`src/rtl/ascii_to_dt_if.sv`:
```
// Character-in / decoded-value-out bundle for the ASCII decimal field decoder.
// The master drives characters; the slave (decoder) returns value and status pulses.
interface ascii_to_dt_if #(
   parameter int WIDTH = 8
);
   logic [7:0]       RX_DATA;
   logic             RX_VALID;
   logic [WIDTH-1:0] DT;
   logic             DT_VALID;
   logic             ERR;
   logic             BUSY;

   modport master (
      output RX_DATA,
      output RX_VALID,
      input  DT,
      input  DT_VALID,
      input  ERR,
      input  BUSY
   );

   modport slave (
      input  RX_DATA,
      input  RX_VALID,
      output DT,
      output DT_VALID,
      output ERR,
      output BUSY
   );
endinterface

```
`src/rtl/ascii_to_dt.sv`:
```
// ASCII decimal field decoder: accumulates digits up to a CR/LF terminator,
// publishing the value on DT or flagging ERR for malformed or out-of-range fields.
module ascii_to_dt #(
   parameter int WIDTH      = 8,
   parameter int MAX_DIGITS = 3,
   parameter int MAX_VALUE  = 255
) (
   input  logic          CLK,
   input  logic          RESET,
   ascii_to_dt_if.slave  bus
);

   localparam int AW = WIDTH + 4;
   localparam int CW = $clog2(MAX_DIGITS + 2);

   localparam logic [1:0] S_IDLE    = 2'd0;
   localparam logic [1:0] S_ACCUM   = 2'd1;
   localparam logic [1:0] S_DISCARD = 2'd2;

   localparam logic [AW-1:0] MAXV_A = AW'(MAX_VALUE);
   localparam logic [CW-1:0] MAXD_C = CW'(MAX_DIGITS);

   logic [1:0]       state, state_n;
   logic [AW-1:0]    acc, acc_n;
   logic [CW-1:0]    cnt, cnt_n;
   logic [WIDTH-1:0] dt, dt_n;
   logic             dt_valid, dt_valid_n;
   logic             err, err_n;
   logic             busy;

   logic             is_digit;
   logic             is_term;
   logic             is_bs;
   logic [3:0]       dval;
   logic [AW-1:0]    acc_x10;
   logic [AW-1:0]    acc_div10;
   logic [CW-1:0]    cnt_inc;

   // Digit codes 0x30-0x39 carry their value in the low nibble.
   always_comb begin
      is_digit  = (bus.RX_DATA >= 8'h30) && (bus.RX_DATA <= 8'h39);
      is_term   = (bus.RX_DATA == 8'h0D) || (bus.RX_DATA == 8'h0A);
      is_bs     = (bus.RX_DATA == 8'h08);
      dval      = bus.RX_DATA[3:0];
      acc_x10   = (acc << 3) + (acc << 1) + AW'(dval);
      acc_div10 = acc / AW'(10);
      cnt_inc   = cnt + 1'b1;
   end

   always_comb begin
      state_n    = state;
      acc_n      = acc;
      cnt_n      = cnt;
      dt_n       = dt;
      dt_valid_n = 1'b0;
      err_n      = 1'b0;
      if (bus.RX_VALID) begin
         case (state)
            S_IDLE: begin
               if (is_digit) begin
                  acc_n   = AW'(dval);
                  cnt_n   = CW'(1);
                  state_n = S_ACCUM;
               end else if (!is_term && !is_bs) begin
                  state_n = S_DISCARD;
               end
            end
            S_ACCUM: begin
               if (is_digit) begin
                  // acc never exceeds MAX_VALUE here, so acc*10+9 fits in AW bits.
                  if ((cnt_inc > MAXD_C) || (acc_x10 > MAXV_A)) begin
                     state_n = S_DISCARD;
                  end else begin
                     acc_n = acc_x10;
                     cnt_n = cnt_inc;
                  end
               end else if (is_bs) begin
                  acc_n = acc_div10;
                  cnt_n = cnt - 1'b1;
                  if (cnt == CW'(1)) begin
                     state_n = S_IDLE;
                  end
               end else if (is_term) begin
                  dt_n       = acc[WIDTH-1:0];
                  dt_valid_n = 1'b1;
                  acc_n      = '0;
                  cnt_n      = '0;
                  state_n    = S_IDLE;
               end else begin
                  state_n = S_DISCARD;
               end
            end
            S_DISCARD: begin
               if (is_term) begin
                  err_n   = 1'b1;
                  acc_n   = '0;
                  cnt_n   = '0;
                  state_n = S_IDLE;
               end
            end
            default: begin
               acc_n   = '0;
               cnt_n   = '0;
               state_n = S_IDLE;
            end
         endcase
      end
   end

   always_ff @(posedge CLK) begin
      if (RESET) begin
         state    <= S_IDLE;
         acc      <= '0;
         cnt      <= '0;
         dt       <= '0;
         dt_valid <= 1'b0;
         err      <= 1'b0;
         busy     <= 1'b0;
      end else begin
         state    <= state_n;
         acc      <= acc_n;
         cnt      <= cnt_n;
         dt       <= dt_n;
         dt_valid <= dt_valid_n;
         err      <= err_n;
         busy     <= (state_n != S_IDLE);
      end
   end

   assign bus.DT       = dt;
   assign bus.DT_VALID = dt_valid;
   assign bus.ERR      = err;
   assign bus.BUSY     = busy;

endmodule

```
`src/flat_wrapper.sv`:
```
// flat-port wrapper written by rule: the top's interface ports become plain ports
module ascii_to_dt_flat 
#(
   parameter int WIDTH      = 8,
   parameter int MAX_DIGITS = 3,
   parameter int MAX_VALUE  = 255
)
  (CLK, RESET, bus_RX_DATA, bus_RX_VALID, bus_DT, bus_DT_VALID, bus_ERR, bus_BUSY);
  ascii_to_dt_if #(.WIDTH(WIDTH)) bus_i ();
  input  logic CLK;
  input  logic RESET;
  input wire logic [$bits(bus_i.RX_DATA)-1:0] bus_RX_DATA;
  input wire logic [$bits(bus_i.RX_VALID)-1:0] bus_RX_VALID;
  output wire logic [$bits(bus_i.DT)-1:0] bus_DT;
  output wire logic [$bits(bus_i.DT_VALID)-1:0] bus_DT_VALID;
  output wire logic [$bits(bus_i.ERR)-1:0] bus_ERR;
  output wire logic [$bits(bus_i.BUSY)-1:0] bus_BUSY;
  assign bus_i.RX_DATA = bus_RX_DATA;
  assign bus_i.RX_VALID = bus_RX_VALID;
  assign bus_DT = bus_i.DT;
  assign bus_DT_VALID = bus_i.DT_VALID;
  assign bus_ERR = bus_i.ERR;
  assign bus_BUSY = bus_i.BUSY;
  ascii_to_dt #(.WIDTH(WIDTH), .MAX_DIGITS(MAX_DIGITS), .MAX_VALUE(MAX_VALUE)) u_core (.CLK(CLK), .RESET(RESET), .bus(bus_i));
endmodule
```
`config.mk`:
```
export PLATFORM = sky130hd
export DESIGN_NAME = ascii_to_dt_flat
export DESIGN_NICKNAME = d
export VERILOG_FILES = /design/src/rtl/ascii_to_dt_if.sv /design/src/rtl/ascii_to_dt.sv /design/src/flat_wrapper.sv
export SDC_FILE = /design/constraint.sdc
export NUM_CORES = 1
export LEC_CHECK = 0
export ABC_AREA = 1
export CORE_UTILIZATION = 44
export DETAILED_ROUTE_END_ITERATION = 8
export PLACE_DENSITY = 0.71
export SKIP_LAST_GASP = 1
export SLEW_MARGIN = 20
export SYNTH_ARGS = -nofsm -noshare
export SYNTH_HDL_FRONTEND = slang
export SYNTH_SLANG_ARGS = --single-unit
```
`constraint.sdc`:
```
create_clock -name CLK -period 10 [get_ports CLK]
set_input_delay 1 -clock CLK [delete_from_list [all_inputs] [get_ports CLK]]
set_output_delay 1 -clock CLK [all_outputs]
set_load 0.02 [all_outputs]
```
## Word level (Yosys, flattened, before mapping)

Index checks and enable logic that the tools add are counted.

- Word-level logic and storage cells: 64
- Bits in registers: 28
- Input port bits: 11

- Bitwise gates (word level): 5
- Reduce and logical (&&, ||, !) cells: 12
- Order comparisons: 4
- Eq/ne operators: 8
- Div/mod/pow operators: 1
- Add/sub/neg operators: 4
- Mux-type cells: 23

Operator list:

| cell | count |
|---|---|
| two-way mux 12 bit | 5 |
| case mux 12 bit (3 select lines) | 1 |
| equality test 8 x 4 -> 1 bit (second input constant) | 3 |
| two-way mux 2 bit | 9 |
| two-way mux 3 bit | 5 |
| adder 12 bit | 1 |
| adder 12 x 4 -> 12 bit | 1 |
| divider 12 x 4 -> 12 bit (second input constant) | 1 |
| greater-than comparator 12 x 8 -> 1 bit (second input constant) | 1 |
| case mux 3 bit (3 select lines) | 1 |
| greater-or-equal comparator 8 x 6 -> 1 bit (second input constant) | 1 |
| less-or-equal comparator 8 x 6 -> 1 bit (second input constant) | 1 |
| case mux 2 bit (3 select lines) | 1 |
| NOT 1 bit | 5 |
| AND reduction 5 bit | 1 |
| OR reduction 5 bit | 1 |
| adder 3 x 1 -> 3 bit (second input constant) | 1 |
| equality test 3 x 1 -> 1 bit (second input constant) | 1 |
| greater-than comparator 3 x 2 -> 1 bit (second input constant) | 1 |
| inequality test 3 bit (second input constant) | 1 |
| AND reduction 3 bit | 1 |
| OR reduction 3 bit | 1 |
| subtractor 3 x 1 -> 3 bit (second input constant) | 1 |
| equality test 2 x 1 -> 1 bit (second input constant) | 1 |
| other kinds (8) | 11 |

## Logic depth before layout (Yosys ltp)

- Depth after elaboration: 9
- Depth in mapped cells: 39
- Mapped depth without buffers: 39

## Worst setup path before layout

OpenSTA, ideal clock, no wires.

- Path type: input to register
- From: input bus_RX_DATA[3]
- To: register u_core.acc[4]
- Required time: 9.905 ns
- Arrival: 4.265 ns
- Stages: 20
- Slack: 5.639 ns
- Path through: fa_1 -> inv_1 -> fa_1 -> inv_1 -> a21oi_1 -> o21bai_1 -> a21oi_1 -> o21bai_1 -> a21oi_1 -> nor2_1 -> nor2_1 -> xnor2_1 -> nor4_1 -> nand2_1 -> nand2_1 -> inv_1 -> nor3_1 -> inv_1 -> clkbuf_1 -> a221oi_1

- Longest elaborated chain between the ends: 6
- Elaborated cells between the ends (all ways): 18

Ends and longest elaborated chain:

| element | line | text |
|---|---|---|
| start, declared | flat_wrapper.sv:12 | `input wire logic [$bits(bus_i.RX_DATA)-1:0] bus_RX_DATA;` |
| branches (longest 6 deep; another with adder 12 x 4 -> 12 bit) | - |  |
| end signal, assigned | ascii_to_dt.sv:121 | `acc <= acc_n;` |
| end, declared | ascii_to_dt.sv:24 | `logic [AW-1:0] acc, acc_n;` |

Parallel ways; which one is timed is not known. The select of a mux whose other input is x is not followed.
A chain may end at the register's enable or synchronous reset.

## Worst setup path after layout

- From: input bus_RX_DATA[3]
- To: register u_core.cnt[2]

- Longest elaborated chain between the ends: 6
- Elaborated cells between the ends (all ways): 17

Ends and longest elaborated chain:

| element | line | text |
|---|---|---|
| branches (longest 6 deep; another with adder 12 x 4 -> 12 bit) | - |  |
| end signal, assigned | ascii_to_dt.sv:122 | `cnt <= cnt_n;` |
| end, declared | ascii_to_dt.sv:25 | `logic [CW-1:0] cnt, cnt_n;` |

Parallel ways; which one is timed is not known.

==> impl_metrics.prom <==
# TYPE chip_impl_metric gauge
chip_impl_info{name="crit_path_start_kind",value="input port"} 1
chip_impl_metric{name="synth-seq-cells",unit=""} 28
chip_impl_metric{name="syn_avg_cell_area",unit="um^2"} 6.57
chip_impl_metric{name="drt-pass1-iter-count",unit=""} 5
chip_impl_metric{name="dp_cells",unit=""} 518
chip_impl_metric{name="antenna_violations_before_repair",unit=""} 0
chip_impl_metric{name="detail_route.vias_per_cell",unit=""} 5.67
chip_impl_metric{name="global_route.overflow_total",unit=""} 0
chip_impl_metric{name="yosys.cell_types.count",unit=""} 47
chip_impl_metric{name="drtIter0Drc",unit=""} 220
chip_impl_metric{name="peakVddDrop",unit="mV"} 0.0844
chip_impl_info{name="tritoncts",value="built"} 1
chip_impl_metric{name="stdcell_area",unit="um^2"} 3150
chip_impl_metric{name="clkSinkCount",unit=""} 28
chip_impl_metric{name="finalClockSkew",unit="ps"} 3.45
chip_impl_metric{name="placeableCoreArea",unit="um^2"} 6030
chip_impl_info{name="dominantRegCellSynth",value="sky130_fd_sc_hd__dfxtp_1"} 1
chip_impl_metric{name="place_congestion",unit=""} 0.938
chip_impl_info{name="grt_setup_unrepaired",value="false"} 1
chip_impl_metric{name="grt_pass1_wl",unit="um"} 11900
chip_impl_metric{name="fp.dieArea",unit="um^2"} 6680
chip_impl_info{name="timing.setup.critical_path_class",value="in2reg"} 1
chip_impl_metric{name="route.met2.wl",unit="um"} 3320
chip_impl_metric{name="drv_cap",unit=""} 0
chip_impl_metric{name="layout_min_cycle_time",unit="ps"} 4690
chip_impl_metric{name="placedInstanceArea",unit="um^2"} 3090
chip_impl_metric{name="n_antenna_cell",unit=""} 0
chip_impl_metric{name="finalHoldViolCount",unit=""} 0
chip_impl_info{name="cts_root_buffer",value="sky130_fd_sc_hd__clkbuf_8"} 1
chip_impl_metric{name="synth_fp_nets",unit=""} 461
chip_impl_metric{name="synth.cell_area",unit="um^2"} 2800
chip_impl_info{name="timing.hold.worst.class",value="reg2reg"} 1
chip_impl_metric{name="max_slew_margin",unit="%"} 55.7
chip_impl_metric{name="max-clock-path-buffers",unit=""} 2
chip_impl_metric{name="cts_repair_resize_count",unit=""} 0
chip_impl_metric{name="routed-wl-met3",unit="um"} 404
chip_impl_metric{name="design.portCount",unit=""} 22
chip_impl_metric{name="cts_buffers",unit=""} 3
chip_impl_metric{name="final_cells",unit=""} 522
chip_impl_metric{name="cp_max_fo",unit=""} 13
chip_impl_metric{name="cts.hold.buffers_added",unit=""} 0
chip_impl_metric{name="final-setup-viol-count",unit=""} 0
chip_impl_metric{name="post-route-drc-count",unit=""} 0
chip_impl_info{name="topRoutingLayerUsed",value="met4"} 1
chip_impl_metric{name="via_count",unit=""} 2960
chip_impl_metric{name="grt_util_all_layers",unit="%"} 22.9
chip_impl_metric{name="p_leak",unit="nW"} 1.43
chip_impl_metric{name="first_global_vias",unit=""} 2620
chip_impl_metric{name="total_of_warnings_raised_by_yosys",unit=""} 0
chip_impl_metric{name="route.detailed.wl_per_inst",unit="um"} 13.7
chip_impl_metric{name="cts.repair_timing.setup_buffer_count",unit=""} 0
chip_impl_metric{name="ctsHtreeMaxLevel",unit=""} 1
chip_impl_metric{name="synth-edff-count",unit=""} 0
chip_impl_metric{name="dp_slack",unit="ps"} 5090
chip_impl_metric{name="port_buffers",unit=""} 21
chip_impl_metric{name="wl_met1",unit="um"} 3290
chip_impl_metric{name="pin_count_of_the_biggest_net_entering_global_routing",unit=""} 18
chip_impl_metric{name="critical_path_arrival",unit="ps"} 4820
chip_impl_metric{name="fillCellCount",unit=""} 634
chip_impl_metric{name="clk_pin_slew_worst_setup_hold_paths",unit="ps"} 100
chip_impl_metric{name="postRouteWirelength",unit="um"} 7160
chip_impl_metric{name="cp.required",unit="ps"} 10140
chip_impl_metric{name="postRouteAntennaNets",unit=""} 0
chip_impl_metric{name="fmax",unit="GHz"} 0.213
chip_impl_metric{name="floorplan.initialDensity",unit="%"} 46.4
chip_impl_metric{name="die_height",unit="um"} 81.7
chip_impl_metric{name="maxSlewViolCount",unit=""} 0
chip_impl_metric{name="fin_crit_sh",unit="%"} 46.9
chip_impl_metric{name="worst_slew_pin_tran",unit="ps"} 648
chip_impl_metric{name="fin_tns_setup",unit="ps"} 0
chip_impl_info{name="status",value="complete, no violations"} 1
chip_impl_metric{name="drive_above_1_share",unit="%"} 12.1
chip_impl_metric{name="final_nets",unit=""} 483
chip_impl_metric{name="worst_slack",unit="ps"} 5310
chip_impl_metric{name="syn-instance-count",unit=""} 426
chip_impl_metric{name="powerDensity",unit="nW/um^2"} 108
chip_impl_metric{name="asyncSetResetFlopFracSynth",unit="%"} 0
chip_impl_info{name="critPathCaptureType",value="flop"} 1
chip_impl_metric{name="totalPowerFinal",unit="uW"} 339
chip_impl_metric{name="area_growth_syn_to_fin",unit="%"} 12.4
chip_impl_metric{name="synth.yosys.seq_area_share",unit="%"} 20.0
chip_impl_metric{name="fp.dieW",unit="um"} 81.7
chip_impl_metric{name="placementRows",unit=""} 28
chip_impl_metric{name="place.detailed.hpwl",unit="um"} 5560
chip_impl_metric{name="clk-insertion-delay-late",unit="ps"} 270
[worst max-delay path: stages]
cell and delay, ps:
sky130_fd_sc_hd__clkdlybuf4s50_1 460, sky130_fd_sc_hd__fa_1 580, sky130_fd_sc_hd__inv_1 70, sky130_fd_sc_hd__fa_1 410, sky130_fd_sc_hd__inv_1 90, sky130_fd_sc_hd__a21oi_1 60, sky130_fd_sc_hd__o21bai_1 210, sky130_fd_sc_hd__a21oi_1 100
sky130_fd_sc_hd__o21bai_1 200, sky130_fd_sc_hd__a21oi_1 90, sky130_fd_sc_hd__nor2_1 90, sky130_fd_sc_hd__nor2_1 60, sky130_fd_sc_hd__xnor2_1 130, sky130_fd_sc_hd__nor4_1 230, sky130_fd_sc_hd__nand2_1 120, sky130_fd_sc_hd__nand2_1 80
sky130_fd_sc_hd__inv_1 50, sky130_fd_sc_hd__nor3_1 210, sky130_fd_sc_hd__inv_1 280, sky130_fd_sc_hd__o21ai_0 230, sky130_fd_sc_hd__a21oi_1 80
[cell families (layout without fill, tap and decap cells)]
| logic type | Yosys count | in the layout | synth area share [%] |
|---|---|---|---|
| buf+inv | 75 | 96 | 10.6 |
| compound gates | 104 | 104 | 22.4 |
| xor+xnor | 9 | 9 | 2.82 |
| simple gates | 186 | 186 | 32.9 |
| flops | 28 | 28 | 20.0 |
| fa+ha+maj | 24 | 24 | 11.3 |
[cell usage in the layout, fill, tap and decap left out, drive strengths merged, types with 2 or more instances in the layout]
cell type and count:
a211oi 2, a21oi 43, a221oi 4, buf 3, clkbuf 4, clkdlybuf4s50 21
clkinv 2, dfxtp 28, fa 2, ha 22, inv 66, nand2 104
nand3 29, nand4 8, nor2 31, nor3 5, nor4 4, o211ai 4
o21ai 31, o21bai 5, o221ai 3, o22ai 2, o31ai 2, or2 2
xnor2 3, xor2 6
[layout make-up]
class                      instances  area (um^2)  share of cell area, %
multi-input combinational        323         1940                   61.7
sequential                        28          561                   17.8
tap                               75         93.8                   2.98
timing repair buffer              24          233                   7.40
clock buffer                       4         55.1                   1.75
inverter                          68          262                   8.31
[power by group]
| part | leakage (nW) | switching (mW) | internal, mW | total, mW |
|---|---|---|---|---|
| registers | 0.227 | 0.00643 | 0.115 | 0.122 |
| clock network | 0.0288 | 0.0356 | 0.0353 | 0.0709 |
| logic | 1.17 | 0.0944 | 0.0519 | 0.146 |
| total | 1.43 | 0.136 | 0.202 | 0.339 |
[flip-flops by register name, indices dropped and copies added (netlist names)]
| register | count |
|---|---|
| u_core.acc | 12 |
| u_core.bus.BUSY | 1 |
| u_core.bus.DT | 8 |
| u_core.bus.DT_VALID | 1 |
| u_core.bus.ERR | 1 |
| u_core.cnt | 3 |
| u_core.state | 2 |
[metal layers]
metal	track usage (%)	vias to the layer above
met5	0	-
met4	6.84	0
met3	3.11	20
met2	37.2	99
met1	31.4	1360
li1	-	1481
[synth_stat cells (2+ instances only)]
library cell               instances  area, um^2
sky130_fd_sc_hd__a211oi_1          2        15.0
sky130_fd_sc_hd__a21oi_1          40         200
sky130_fd_sc_hd__a21oi_2           3        26.3
sky130_fd_sc_hd__a221oi_1          4        35.0
sky130_fd_sc_hd__clkbuf_1          6        22.5
sky130_fd_sc_hd__dfxtp_1          28         561
sky130_fd_sc_hd__fa_1              2        40.0
sky130_fd_sc_hd__ha_1             22         275
sky130_fd_sc_hd__inv_1            59         221
sky130_fd_sc_hd__inv_2             5        18.8
sky130_fd_sc_hd__inv_4             2        12.5
sky130_fd_sc_hd__nand2_1          79         297
sky130_fd_sc_hd__nand2_2          16         100
sky130_fd_sc_hd__nand2_4           9         101
sky130_fd_sc_hd__nand3_1          24         120
sky130_fd_sc_hd__nand3_2           5        50.1
sky130_fd_sc_hd__nand4_1           8        50.1
sky130_fd_sc_hd__nor2_1           30         113
sky130_fd_sc_hd__nor3_1            5        25.0
sky130_fd_sc_hd__nor4_1            4        25.0
sky130_fd_sc_hd__o211ai_1          4        30.0
sky130_fd_sc_hd__o21ai_0          25         125
sky130_fd_sc_hd__o21ai_1           5        25.0
sky130_fd_sc_hd__o21bai_1          4        30.0
sky130_fd_sc_hd__o221ai_1          3        26.3
sky130_fd_sc_hd__o22ai_1           2        12.5
sky130_fd_sc_hd__o31ai_1           2        15.0
sky130_fd_sc_hd__or2_2             2        12.5
sky130_fd_sc_hd__xnor2_1           3        26.3
sky130_fd_sc_hd__xor2_1            6        52.6
[metrics by stage]
step | utilization, % | hold slack, ps
floorplan | - | 474
global placement | 51.3 | 435
detailed placement | 51.3 | 439
CTS | 52.2 | 453
global route | 52.2 | 468
finish | 52.2 | 451
[final timing paths]
kind | slack [ps] | cells after the start | end | from
hold reg to reg | 450 | 2 | u_core.bus.DT[3]$_SDFFE_PP0P_ | u_core.bus.DT[3]$_SDFFE_PP0P_
setup reg to reg | 6110 | 20 | u_core.cnt[2]$_SDFFE_PP0P_ | u_core.acc[0]$_SDFFE_PP0P_
hold / removal | 450 | 2 | u_core.bus.DT[3]$_SDFFE_PP0P_ | u_core.bus.DT[3]$_SDFFE_PP0P_
setup / recovery | 5310 | 21 | u_core.cnt[2]$_SDFFE_PP0P_ | bus_RX_DATA[3]
(Power assumes the default switching activity.)
